$ cat src/rtl/modulo_somador_multiplicador_if.sv
// Request/response bundle for one per-element arithmetic engine.
// The requester drives start/op/a/b; the engine returns a registered, saturated result.
interface modulo_somador_multiplicador_if #(
  parameter int WIDTH = 8
);
  logic                    start;
  logic [1:0]              op;
  logic signed [WIDTH-1:0] a;
  logic signed [WIDTH-1:0] b;
  logic signed [WIDTH:0]   resultado;
  logic                    overflow;
  logic                    busy;
  logic                    done;

  modport master (
    output start, op, a, b,
    input  resultado, overflow, busy, done
  );

  modport slave (
    input  start, op, a, b,
    output resultado, overflow, busy, done
  );
endinterface

$ cat src/rtl/modulo_somador_multiplicador.sv
// Signed add/sub (single cycle) and iterative shift-add multiply with the result
// saturated to WIDTH+1 bits; one instance per matrix element.
module modulo_somador_multiplicador #(
  parameter int WIDTH = 8
) (
  input  logic                         clk,
  input  logic                         reset_n,
  modulo_somador_multiplicador_if.slave bus
);
  localparam int CW = $clog2(WIDTH + 1);
  localparam logic signed [2*WIDTH:0] SAT_MAX = (2*WIDTH+1)'((1 << WIDTH) - 1);
  localparam logic signed [2*WIDTH:0] SAT_MIN = ~SAT_MAX;

  typedef enum logic [1:0] {IDLE, MUL, DONE_OUT} state_t;
  typedef enum logic [1:0] {OP_ADD = 2'b00, OP_SUB = 2'b01, OP_MUL = 2'b10, OP_RSV = 2'b11} op_t;

  state_t                   state, next_state;
  logic [CW-1:0]            count;
  logic [2*WIDTH-1:0]       acc;
  logic [2*WIDTH-1:0]       mcand;
  logic [WIDTH-1:0]         mplier;
  logic                     neg;
  logic [WIDTH:0]           res_q;
  logic                     ovf_q;
  logic                     done_q;

  logic                     load;
  logic                     mul_start;
  logic [WIDTH:0]           res_next;
  logic                     ovf_next;
  logic [WIDTH:0]           sum_ab;
  logic [WIDTH:0]           diff_ab;
  logic [WIDTH-1:0]         a_mag;
  logic [WIDTH-1:0]         b_mag;
  logic signed [2*WIDTH:0]  prod;

  assign sum_ab  = {bus.a[WIDTH-1], bus.a} + {bus.b[WIDTH-1], bus.b};
  assign diff_ab = {bus.a[WIDTH-1], bus.a} - {bus.b[WIDTH-1], bus.b};
  // Magnitude of the most negative value wraps to 2**(WIDTH-1), which is correct unsigned.
  assign a_mag   = bus.a[WIDTH-1] ? -bus.a : bus.a;
  assign b_mag   = bus.b[WIDTH-1] ? -bus.b : bus.b;
  assign prod    = neg ? -$signed({1'b0, acc}) : $signed({1'b0, acc});

  // NOTE: every signal driven here gets a default first, so no path can infer a latch.
  always_comb begin
    next_state = state;
    load       = 1'b0;
    mul_start  = 1'b0;
    res_next   = '0;
    ovf_next   = 1'b0;
    unique case (state)
      IDLE: begin
        if (bus.start) begin
          case (op_t'(bus.op))
            OP_ADD: begin load = 1'b1; res_next = sum_ab;  end
            OP_SUB: begin load = 1'b1; res_next = diff_ab; end
            OP_MUL: begin mul_start = 1'b1; next_state = MUL; end
            default: load = 1'b1;
          endcase
        end
      end
      MUL: begin
        if (count == CW'(WIDTH - 1)) next_state = DONE_OUT;
      end
      DONE_OUT: begin
        load       = 1'b1;
        next_state = IDLE;
        if (prod > SAT_MAX) begin
          res_next = SAT_MAX[WIDTH:0];
          ovf_next = 1'b1;
        end else if (prod < SAT_MIN) begin
          res_next = SAT_MIN[WIDTH:0];
          ovf_next = 1'b1;
        end else begin
          res_next = prod[WIDTH:0];
        end
      end
      default: next_state = IDLE;
    endcase
  end

  // NOTE: sequential state uses non-blocking assignments so every flop samples pre-edge values.
  always_ff @(posedge clk or negedge reset_n) begin
    if (!reset_n) state <= IDLE;
    else          state <= next_state;
  end

  // NOTE: the datapath registers are plain flops, not a memory, so they are reset with the rest.
  always_ff @(posedge clk or negedge reset_n) begin
    if (!reset_n) begin
      count  <= '0;
      acc    <= '0;
      mcand  <= '0;
      mplier <= '0;
      neg    <= 1'b0;
      res_q  <= '0;
      ovf_q  <= 1'b0;
      done_q <= 1'b0;
    end else begin
      if (mul_start) begin
        acc    <= '0;
        mcand  <= {{WIDTH{1'b0}}, a_mag};
        mplier <= b_mag;
        neg    <= bus.a[WIDTH-1] ^ bus.b[WIDTH-1];
        count  <= '0;
      end else if (state == MUL) begin
        if (mplier[0]) acc <= acc + mcand;
        mcand  <= mcand << 1;
        mplier <= mplier >> 1;
        count  <= count + CW'(1);
      end
      if (load) begin
        res_q <= res_next;
        ovf_q <= ovf_next;
      end
      done_q <= load;
    end
  end

  assign bus.resultado = res_q;
  assign bus.overflow  = ovf_q;
  assign bus.done      = done_q;
  // Busy covers the final DONE_OUT cycle too, so a start there cannot slip in.
  assign bus.busy      = (state != IDLE);
endmodule

$ cat src/flat_wrapper.sv
// flat-port wrapper written by rule: the top's interface ports become plain ports
module modulo_somador_multiplicador_flat 
#(
  parameter int WIDTH = 8
)
  (clk, reset_n, bus_start, bus_op, bus_a, bus_b, bus_resultado, bus_overflow, bus_busy, bus_done);
  modulo_somador_multiplicador_if #(.WIDTH(WIDTH)) bus_i ();
  input  logic clk;
  input  logic reset_n;
  input wire logic [$bits(bus_i.start)-1:0] bus_start;
  input wire logic [$bits(bus_i.op)-1:0] bus_op;
  input wire logic [$bits(bus_i.a)-1:0] bus_a;
  input wire logic [$bits(bus_i.b)-1:0] bus_b;
  output wire logic [$bits(bus_i.resultado)-1:0] bus_resultado;
  output wire logic [$bits(bus_i.overflow)-1:0] bus_overflow;
  output wire logic [$bits(bus_i.busy)-1:0] bus_busy;
  output wire logic [$bits(bus_i.done)-1:0] bus_done;
  assign bus_i.start = bus_start;
  assign bus_i.op = bus_op;
  assign bus_i.a = bus_a;
  assign bus_i.b = bus_b;
  assign bus_resultado = bus_i.resultado;
  assign bus_overflow = bus_i.overflow;
  assign bus_busy = bus_i.busy;
  assign bus_done = bus_i.done;
  modulo_somador_multiplicador #(.WIDTH(WIDTH)) u_core (.clk(clk), .reset_n(reset_n), .bus(bus_i));
endmodule
$ cat config.mk
export PLATFORM = sky130hd
export DESIGN_NAME = modulo_somador_multiplicador_flat
export DESIGN_NICKNAME = d
export VERILOG_FILES = /design/src/rtl/modulo_somador_multiplicador_if.sv /design/src/rtl/modulo_somador_multiplicador.sv /design/src/flat_wrapper.sv
export SDC_FILE = /design/constraint.sdc
export NUM_CORES = 1
export LEC_CHECK = 0
export ABC_AREA = 0
export BUFFER_PORTS_ARGS = -buffer_cell sky130_fd_sc_hd__buf_2
export CAP_MARGIN = 20
export CORE_MARGIN = 1
export CORE_UTILIZATION = 60
export DETAILED_ROUTE_END_ITERATION = 6
export PLACE_DENSITY_LB_ADDON = 0.2
export SLEW_MARGIN = 25
export SYNTH_ARGS = -nofsm -noshare
export SYNTH_HDL_FRONTEND = slang
export SYNTH_SLANG_ARGS = --single-unit
$ cat constraint.sdc
create_clock -name clk -period 3.3 [get_ports clk]
set_input_delay 0.495 -clock clk [delete_from_list [all_inputs] [get_ports clk]]
set_output_delay 0.495 -clock clk [all_outputs]
set_load 0.1 [all_outputs]
==> run summary, run 1 <==
outcome = finished clean
die area = 7410 µm²
CP Cell Sequence = or4_4 > or3_4 > o41ai_4 > xnor2_1 > nand3_1 > o31ai_1 > nand2_2 > o211ai_1
Final Cell Area = 4660 µm²
busiest grt layer = met2
Hold Path Class = input port to async pin
# nets final = 577
dominant synthesized flop cell = dfrtp_1
I/O Pins = 33
Hold Slack = 0.297 ns
mean routed wirelength per cell = 15.5 µm
Post-CTS Setup Repair Bufs = 0
crit-path max FO = 8
vias per cell = 5.89
Worst-Margin Slew = 0.937 ns
post_cts resized = 0
Crit path buffers/inverters = 0
Die Ht = 86.1 µm
CP max stage cell = or4_4
most frequent cells after synthesis = 71 x nand2_1, 58 x dfrtp_1, 46 x o21ai_0, 30 x nor2_1, 28 x ha_1
gr usage total = 0.290
Final min period = 2.92 ns
met1 GRT Util = 0.393
crit path capture type = flop
Critical Path Start Type = flop
final core utilization = 0.685
DP HPWL = 7320 µm
clk_skew = 0.00873 ns
Pwr Total = 4.46 mW
YS warnings = 0
# setup viols final = 0
Site Rows = 30
Fin. Hold Viols = 0
number of nets still failing antenna checks after routing = 0
#FFs+latches synth = 58
most frequent cell after synthesis = nand2_1
Residual DRC = 0
Pins Over Slew Limit = 0
Synth top area share = 0.342
grt met2 use = 0.463
vias post-DR = 3,691
global-route wire length before repair = 16,600 µm
Mapped Area = 4240 µm²
number of global-route vias before repair = 3,566
area delta synth->final = 9.73%
gr ovfl total = 0
crit path DAT = 3.18 ns
Area contributors post-synth = dfrtp_1 34%, ha_1 8.3%, nand2_1 6.3%, o21ai_0 5.4%, xor2_1 5.0%
CTS sink cnt = 58
share of cells above drive strength 1 = 0.128
Post-synth EDFFs = 0
cts hold-fix bufs = 0
H-Tree Level Count = 3
met3 Resource Use GR = 0.0635
area leader, netlist = dfrtp_1
Leak = 2.11 nW
total routed wirelength = 9700 µm
Setup CP Type = flop to flop
Critical Path RT = 3.55 ns
share of flip-flops with an asynchronous set or reset = 1.00
Slowest Stage Delay on Critical Path = 0.58 ns
CTS tree = done
placed cell area = 4470 µm²
Max IR drop VDD = 504 µV
unrepaired setup endpoints after global routing = no
Synth Instances = 501
count of cell types in the netlist = 50
Detailed Routing Iterations Pass 1 = 5
synthesized net count = 552
DIE WIDTH = 86.1 µm
gpl congestion = 0.966
Starting Density = 0.624
P per Cell Area = 959 nW/µm²
Longest Clk Path Bufs = 2
Reg clk slew, reported paths = 0.07 ns
worst skew pair latency = 0.33 ns
# diodes = 0
Period Utilization, post-route = 0.886
CTS Buf Count = 9
normalized max-slew margin = 0.375
Peak Freq = 342 MHz
largest net degree at the start of global routing = 43
CP top delay family = simple AND/OR/NAND/NOR gates
Placeable Area = 6790 µm²
Max-Cap Viols = 0
setup TNS = 0 ns
DRT iter0 DRCs = 295
sequential-to-total area share from yosys stat = 0.342
input/output buffers = 32
initial antenna violation count = 0
CTS root buffer = clkbuf_8
post-synthesis area per instance = 8.47 µm²
registers in the layout (all words and copies together), names as in the netlist, 2 cells and up:
signal	count
u_core.mcand	16
u_core.bus.resultado	9
u_core.mplier	8
u_core.acc	16
u_core.state	2
u_core.count	4
worst paths after layout:
kind,from,to,slack [ns],cells past startpoint
max,u_core.acc[7],u_core.bus.resultado[4],0.38,8
min,reset_n,u_core.bus.resultado[2],0.30,1
max reg2reg,u_core.acc[7],u_core.bus.resultado[4],0.38,8
min reg2reg,u_core.count[3],u_core.state[1],0.47,1
max in group asynchronous,reset_n,u_core.mcand[1],2.22,2
min in group clk,u_core.count[3],u_core.state[1],0.47,1
routing by layer:
metal | vias to the layer above | routed length [µm]
li1 | 1835 | -
met1 | 1756 | 4600
met2 | 82 | 4470
met3 | 18 | 454
met4 | 0 | 183
met5 | - | 0
kinds of logic (layout without fill, tap and decap cells):
logic type | after synthesis | after routing | share of synthesized area
flip-flops | 58 | 58 | 0.342
adder cells (fa/ha/maj) | 30 | 30 | 0.0920
AO/OA/AOI/OAI | 135 | 135 | 0.208
multiplexers | 4 | 4 | 0.00944
XOR/XNOR | 46 | 46 | 0.0950
AND/OR/NAND/NOR | 186 | 186 | 0.214
buffers and inverters | 42 | 72 | 0.0392
stage by stage:
stage | setup WS [ns] | cells
floorplan | 0.620 | 501
global placement | 0.379 | 611
detailed placement | 0.293 | 611
CTS | 0.348 | 627
global route | 0.0850 | 627
finish | 0.377 | 627
power breakdown:
group | internal (mW) | switching, mW
combinational | 0.874 | 1.58
clock | 0.347 | 0.295
sequential | 1.01 | 0.356
total | 2.23 | 2.24
layout make-up:
| type | count | area, µm² |
|---|---|---|
| Fill cell | 575 | 2140 |
| Timing Repair Buffer | 38 | 205 |
| Clock buffer | 11 | 131 |
| Sequential cell | 58 | 1450 |
| Tap cell | 96 | 120 |
| Multi-Input combinational cell | 401 | 2630 |
| Inverter | 18 | 67.6 |
| Clock inverter | 5 | 55.1 |
layout by cell type (no fill, tap or decap), types with 13 or more instances in the layout:
cell	instances
a21oi_1	15
a31oi_1	13
buf_2	32
dfrtp_1	58
ha_1	28
inv_1	18
nand2_1	71
nand2b_1	13
nand3_1	25
nor2_1	30
o21ai_0	46
xnor2_1	22
xor2_1	24
Note: power is estimated with default switching activity, not from simulation.
==> run 2: changes to the inputs <==
--- a/config.mk
+++ b/config.mk
@@ -8,8 +8,11 @@
 export ABC_AREA = 0
 export BUFFER_PORTS_ARGS = -buffer_cell sky130_fd_sc_hd__buf_2
 export CAP_MARGIN = 20
+export CELL_PAD_IN_SITES_DETAIL_PLACEMENT = 1
+export CELL_PAD_IN_SITES_GLOBAL_PLACEMENT = 2
 export CORE_MARGIN = 1
-export CORE_UTILIZATION = 60
+export CORE_UTILIZATION = 38
+export CTS_BUF_LIST = sky130_fd_sc_hd__clkbuf_8
 export DETAILED_ROUTE_END_ITERATION = 6
 export PLACE_DENSITY_LB_ADDON = 0.2
 export SLEW_MARGIN = 25
==> run 2 against run 1 <==
Design area is 2.2% higher. Total power is 2.7% higher. Global-route usage is 7.0 points lower. Cell count is 7.7% higher. Worst hold slack worse by 0.0071 ns. Combinational power is 4% higher. Critical endpoint unchanged. Die area is 56% higher. Routed wire length is 20% higher. Worst setup slack worse by 0.072 ns.
==> run summary, run 2 (synthesis gave the netlist of run 1 again) <==
Peak Freq = 334 MHz (-2.4%)
Slowest Stage Delay on Critical Path = 0.56 ns (-0.02 ns)
Starting Density = 0.391 (-0.233)
share of cells above drive strength 1 = 0.136 (+0.00839)
vias per cell = 5.47 (-7.1%)
Post-CTS Setup Repair Bufs = 0 (unchanged)
CTS root buffer = clkbuf_8
Placeable Area = 10,800 µm² (+60%)
die area = 11,600 µm² (+56%)
Critical path origin = u_core.acc[1]
CP max stage cell = or4_4
Critical Path RT = 3.51 ns (-0.04 ns)
DIE WIDTH = 108 µm (+25%)
Pins Over Slew Limit = 0 (unchanged)
Worst-Margin Slew = 0.810 ns (-0.128 ns)
flop2flop setup slack = 0.31 ns (-0.07 ns)
CP Cell Sequence = inv_1 > ha_1 > or3b_2 > nor4_2 > nand2b_1 > a211oi_1 > a31oi_1 > or4_4 > nand3_4 > o211ai_1
gr usage total = 0.220 (-0.0696)
crit path capture type = flop
post_cts resized = 0 (unchanged)
DP HPWL = 9060 µm (+24%)
I/O Pins = 33 (unchanged)
Max-Cap Viols = 0 (unchanged)
# nets final = 581 (+0.69%)
number of global-route vias before repair = 3,827 (+7.3%)
Final Cell Area = 4760 µm² (+2.2%)
worst skew pair latency = 0.34 ns (about the same)
Final min period = 2.99 ns (+0.0715 ns)
unrepaired setup endpoints after global routing = no
Residual DRC = 0 (unchanged)
Period Utilization, post-route = 0.907 (+0.0217)
outcome = finished clean
number of nets still failing antenna checks after routing = 0 (unchanged)
Leak = 2.16 nW (+2.2%)
Detailed Routing Iterations Pass 1 = 4 (-1)
Crit path buffers/inverters = 1 (+1)
normalized max-slew margin = 0.460 (+0.0851)
# diodes = 0 (unchanged)
Site Rows = 38 (+27%)
CTS Buf Count = 9 (unchanged)
total routed wirelength = 11,700 µm (+20%)
most frequent cells in the layout = 71 x nand2_1, 58 x dfrtp_1, 46 x o21ai_0
vias post-DR = 3,692 (+0.027%)
largest net degree at the start of global routing = 59 (+37%)
Hold Path Class = input port to async pin
area delta synth->final = 12.1%
gpl congestion = 0.830 (-14%)
P per Cell Area = 963 nW/µm² (+0.46%)
Fin. Hold Viols = 0 (unchanged)
CTS tree = done
crit path DAT = 3.21 ns (+0.03 ns)
final non-filler cell total = 675 (+7.7%)
Longest Clk Path Bufs = 2 (unchanged)
initial antenna violation count = 0 (unchanged)
Reg clk slew, reported paths = 0.07 ns (about the same)
Pwr Total = 4.58 mW (+2.7%)
# setup viols final = 0 (unchanged)
setup TNS = 0 ns (unchanged)
cts hold-fix bufs = 0 (unchanged)
global-route wire length before repair = 19,400 µm (+17%)
CTS sink cnt = 58 (unchanged)
gr ovfl total = 0 (unchanged)
clk_skew = 0.0116 ns (+0.00284 ns)
CP top delay family = simple AND/OR/NAND/NOR gates
placed instance count = 659 (+7.9%)
DRT iter0 DRCs = 140 (-53%)
input/output buffers = 32 (unchanged)
H-Tree Level Count = 3 (unchanged)
Setup CP Type = flop to flop
crit-path max FO = 9 (+1)
placed cell area = 4560 µm² (+2.0%)
Critical Path Start Type = flop
leading cell type in the layout, fill and taps excluded = nand2_1
Worst Slack Setup Final = 0.305 ns (-0.0715 ns)
dpl ws = 0.230 ns (-0.0628 ns)
Die Ht = 108 µm (+25%)
mean routed wirelength per cell = 17.3 µm (+12%)
Reg-to-Reg Start = u_core.acc[1]
Max IR drop VDD = 561 µV (+11%)
==> run 2: changes by cell type in the layout (fill, tap and decap cells not counted), sizes merged <==
| cell | change |
|---|---|
| buf | +4 |
| clkinv | -1 |
| clkinvlp | -2 |
| inv | +3 |
==> run 2: through the flow <==
stage	hold WS, ns	util
final	0.290	0.439
after global routing	0.350	0.439
after CTS	0.323	0.439
after detailed placement	0.468	0.420
after global placement	0.464	0.420
after floorplan	0.199	-
==> run 2: final cells by class <==
type,instances,area (µm²)
clock buffers,11,151
clock inverters,5,46.3
fillers,1292,6080
inverters,18,67.6
multi-input cells,401,2630
flip-flops and latches,58,1450
well taps,140,175
repair buffers,42,235
==> run 2: final timing paths <==
kind	endpoint	cells past startpoint
max	u_core.bus.resultado[4]	10
min	u_core.bus.resultado[8]	2
max reg2reg	u_core.bus.resultado[4]	10
min reg2reg	u_core.state[1]	1
max in group asynchronous	u_core.count[3]	2
min in group clk	u_core.state[1]	1
==> run 2: metal layers <==
layer  up-vias  track usage  part of all wire
li1       1845            -                 -
met1      1794        0.299              0.51
met5         -            0                 0
met4         0       0.0773             0.016
met3        15       0.0345             0.019
met2        38        0.353              0.45
==> run 2: report_power, final <==
part           internal, mW  switching (mW)  total [mW]
clock                 0.381           0.286       0.666
combinational         0.900            1.66        2.56
sequential             1.01           0.343        1.35
total                  2.29            2.29        4.58
==> run 3: changes to the inputs <==
--- a/config.mk
+++ b/config.mk
@@ -11,7 +11,7 @@
 export CELL_PAD_IN_SITES_DETAIL_PLACEMENT = 1
 export CELL_PAD_IN_SITES_GLOBAL_PLACEMENT = 2
 export CORE_MARGIN = 1
-export CORE_UTILIZATION = 38
+export CORE_UTILIZATION = 41
 export CTS_BUF_LIST = sky130_fd_sc_hd__clkbuf_8
 export DETAILED_ROUTE_END_ITERATION = 6
 export PLACE_DENSITY_LB_ADDON = 0.2
==> constraint.sdc (replaced) <==
create_clock -name clk -period 3.55 [get_ports clk]
set_input_delay 0.5325 -clock clk [delete_from_list [all_inputs] [get_ports clk]]
set_output_delay 0.5325 -clock clk [all_outputs]
set_load 0.1 [all_outputs]
==> run 3 against run 2 <==
Global-route usage grew 0.31 points. Via count barely moved. Die area down 7.2%. Count of clock-buffer cells in the layout up 1. Core utilization grew 3.8 points. First-iteration DRC count grew 8.6%. Sequential share of layout area grew 0.18 points. Cell count decreased by 1.6%. Critical path depth unchanged. Largest cell class unchanged. Largest power group unchanged.
==> run summary, run 3 (synthesis gave the netlist of run 1 again) <==
Max-Cap Viols = 0 (unchanged)
Hold Slack = 0.262 ns (-0.0279 ns)
Critical Path RT = 3.76 ns (+0.25 ns)
Pint = 2.13 mW (-7.0%)
busiest grt layer = met2
DRT iter0 DRCs = 152 (+8.6%)
I/O Pins = 33 (unchanged)
crit path DAT = 3.23 ns (+0.02 ns)
post_cts resized = 0 (unchanged)
Placeable Area = 9910 µm² (-8.6%)
crit path capture type = flop
gr ovfl total = 0 (unchanged)
H-Tree Level Count = 3 (unchanged)
gr usage total = 0.223 (+0.00311)
gpl congestion = 0.839 (+1.0%)
Site Rows = 36 (-5.3%)
Worst-Margin Slew = 0.927 ns (+0.118 ns)
leading cell type in the layout, fill and taps excluded = nand2_1
Net Sw Frac = 0.498 (-0.00263)
Pins Over Slew Limit = 0 (unchanged)
Leak = 2.14 nW (-0.89%)
# setup viols final = 0 (unchanged)
met1 GRT Util = 0.318 (+0.0185)
unrepaired setup endpoints after global routing = no
Die Ht = 104 µm (-3.7%)
input/output buffers = 32 (unchanged)
number of global-route vias before repair = 3,734 (-2.4%)
crit-path max FO = 9 (unchanged)
Max IR drop VDD = 416 µV (-26%)
normalized max-slew margin = 0.382 (-0.0786)
CTS root buffer = clkbuf_8
outcome = finished clean
Starting Density = 0.428 (+0.0368)
# diodes = 0 (unchanged)
Sw Pwr = 2.11 mW (-8.0%)
Fin. Hold Viols = 0 (unchanged)
final non-filler cell total = 664 (-1.6%)
Worst Slack Setup Final = 0.534 ns (+0.228 ns)
vias post-DR = 3,693 (+0.027%)
worst skew pair latency = 0.34 ns (about the same)
P per Cell Area = 896 nW/µm² (-7.0%)
Final min period = 3.02 ns (+0.0219 ns)
final core utilization = 0.477 (+0.0384)
Flop pwr share = 0.303 (+0.008)
DIE WIDTH = 104 µm (-3.7%)
clock network power share = 0.149 (+0.004)
cts hold-fix bufs = 0 (unchanged)
Setup CP Type = flop to flop
Reg clk slew, reported paths = 0.07 ns (about the same)
area delta synth->final = 11.5%
fill count = 1,235 (-4.4%)
Hold Path Class = input port to async pin
Peak Freq = 332 MHz (-0.73%)
Residual DRC = 0 (unchanged)
most frequent cells in the layout = 71 x nand2_1, 58 x dfrtp_1, 46 x o21ai_0
grt met2 use = 0.347 (-0.00688)
setup TNS = 0 ns (unchanged)
Detailed Routing Iterations Pass 1 = 4 (unchanged)
die area = 10,800 µm² (-7.2%)
Logic pwr share = 0.549 (-0.011)
Period Utilization, post-route = 0.850 (-0.0577)
Critical Path Start Type = flop
vias per cell = 5.56 (+1.7%)
placed cell area = 4530 µm² (-0.69%)
total routed wirelength = 11,400 µm (-2.1%)
clk_skew = 0.0139 ns (+0.00230 ns)
initial antenna violation count = 0 (unchanged)
total area of sequential cells = 1450 µm² (unchanged)
Post-CTS Setup Repair Bufs = 0 (unchanged)
largest net degree at the start of global routing = 43 (-27%)
# nets final = 578 (-0.52%)
area occupied by multi-input gates = 2630 µm² (about the same)
CTS sink cnt = 58 (unchanged)
Longest Clk Path Bufs = 2 (unchanged)
global-route wire length before repair = 19,100 µm (-1.8%)
Pwr Total = 4.24 mW (-7.5%)
CTS tree = done
share of cells above drive strength 1 = 0.132 (-0.00462)
CTS Buf Count = 9 (unchanged)
mean routed wirelength per cell = 17.2 µm (-0.49%)
Final Cell Area = 4730 µm² (-0.58%)
number of nets still failing antenna checks after routing = 0 (unchanged)
placed instance count = 649 (-1.5%)
dpl ws = 0.442 ns (+0.212 ns)
met3 Resource Use GR = 0.0315 (-0.00304)
DP HPWL = 8900 µm (-1.8%)
run 3: changes by cell type in the layout (fill, tap and decap cells not counted):
cell	before	now
nand2b_2	1	0
nand2b_1	12	13
buf_4	10	7
clkbuf_8	11	12
inv_1	21	19
run 3: power by group through the flow:
stage               Combinational [mW]  Sequential, mW  Clock, mW
global placement                  2.27            1.28          0
finish                            2.32            1.28      0.631
floorplan                         1.53            1.54          0
global route                      2.58            1.33      0.676
detailed placement                2.33            1.29          0
CTS                               2.34            1.28      0.650
run 3: routing by layer:
metal	share of wire	vias up
met4	0.019	0
li1	-	1830
met3	0.025	14
met5	0	-
met1	0.51	1806
met2	0.44	43
run 3: layout make-up:
type                    count  share of cell area
flip-flops and latches     58               0.307
multi-input cells         401               0.556
repair buffers             39              0.0450
well taps                 133              0.0352
clock buffers              12              0.0349
clock inverters             3             0.00820
inverters                  18              0.0143
run 3: path summary, 6_finish.rpt:
| check | from | end | slack [ns] | depth (start not counted) |
|---|---|---|---|---|
| max | u_core.acc[1] | u_core.bus.resultado[2] | 0.53 | 10 |
| min | reset_n | u_core.bus.resultado[4] | 0.26 | 1 |
| max reg2reg | u_core.acc[1] | u_core.bus.resultado[2] | 0.53 | 10 |
| min reg2reg | u_core.count[3] | u_core.state[1] | 0.48 | 1 |
| max in group asynchronous | reset_n | u_core.mcand[12] | 2.58 | 2 |
| min in group clk | u_core.count[3] | u_core.state[1] | 0.48 | 1 |
run 3: worst max-delay path, cell delays in order, from the launching register on:
cell and delay [ns]:
dfrtp_1 0.44, inv_1 0.13, ha_1 0.17, or3b_2 0.52
nor4_2 0.35, nand2b_1 0.11, a211oi_1 0.24, a31oi_1 0.07
or4_4 0.57, nand3_4 0.17, o211ai_1 0.11
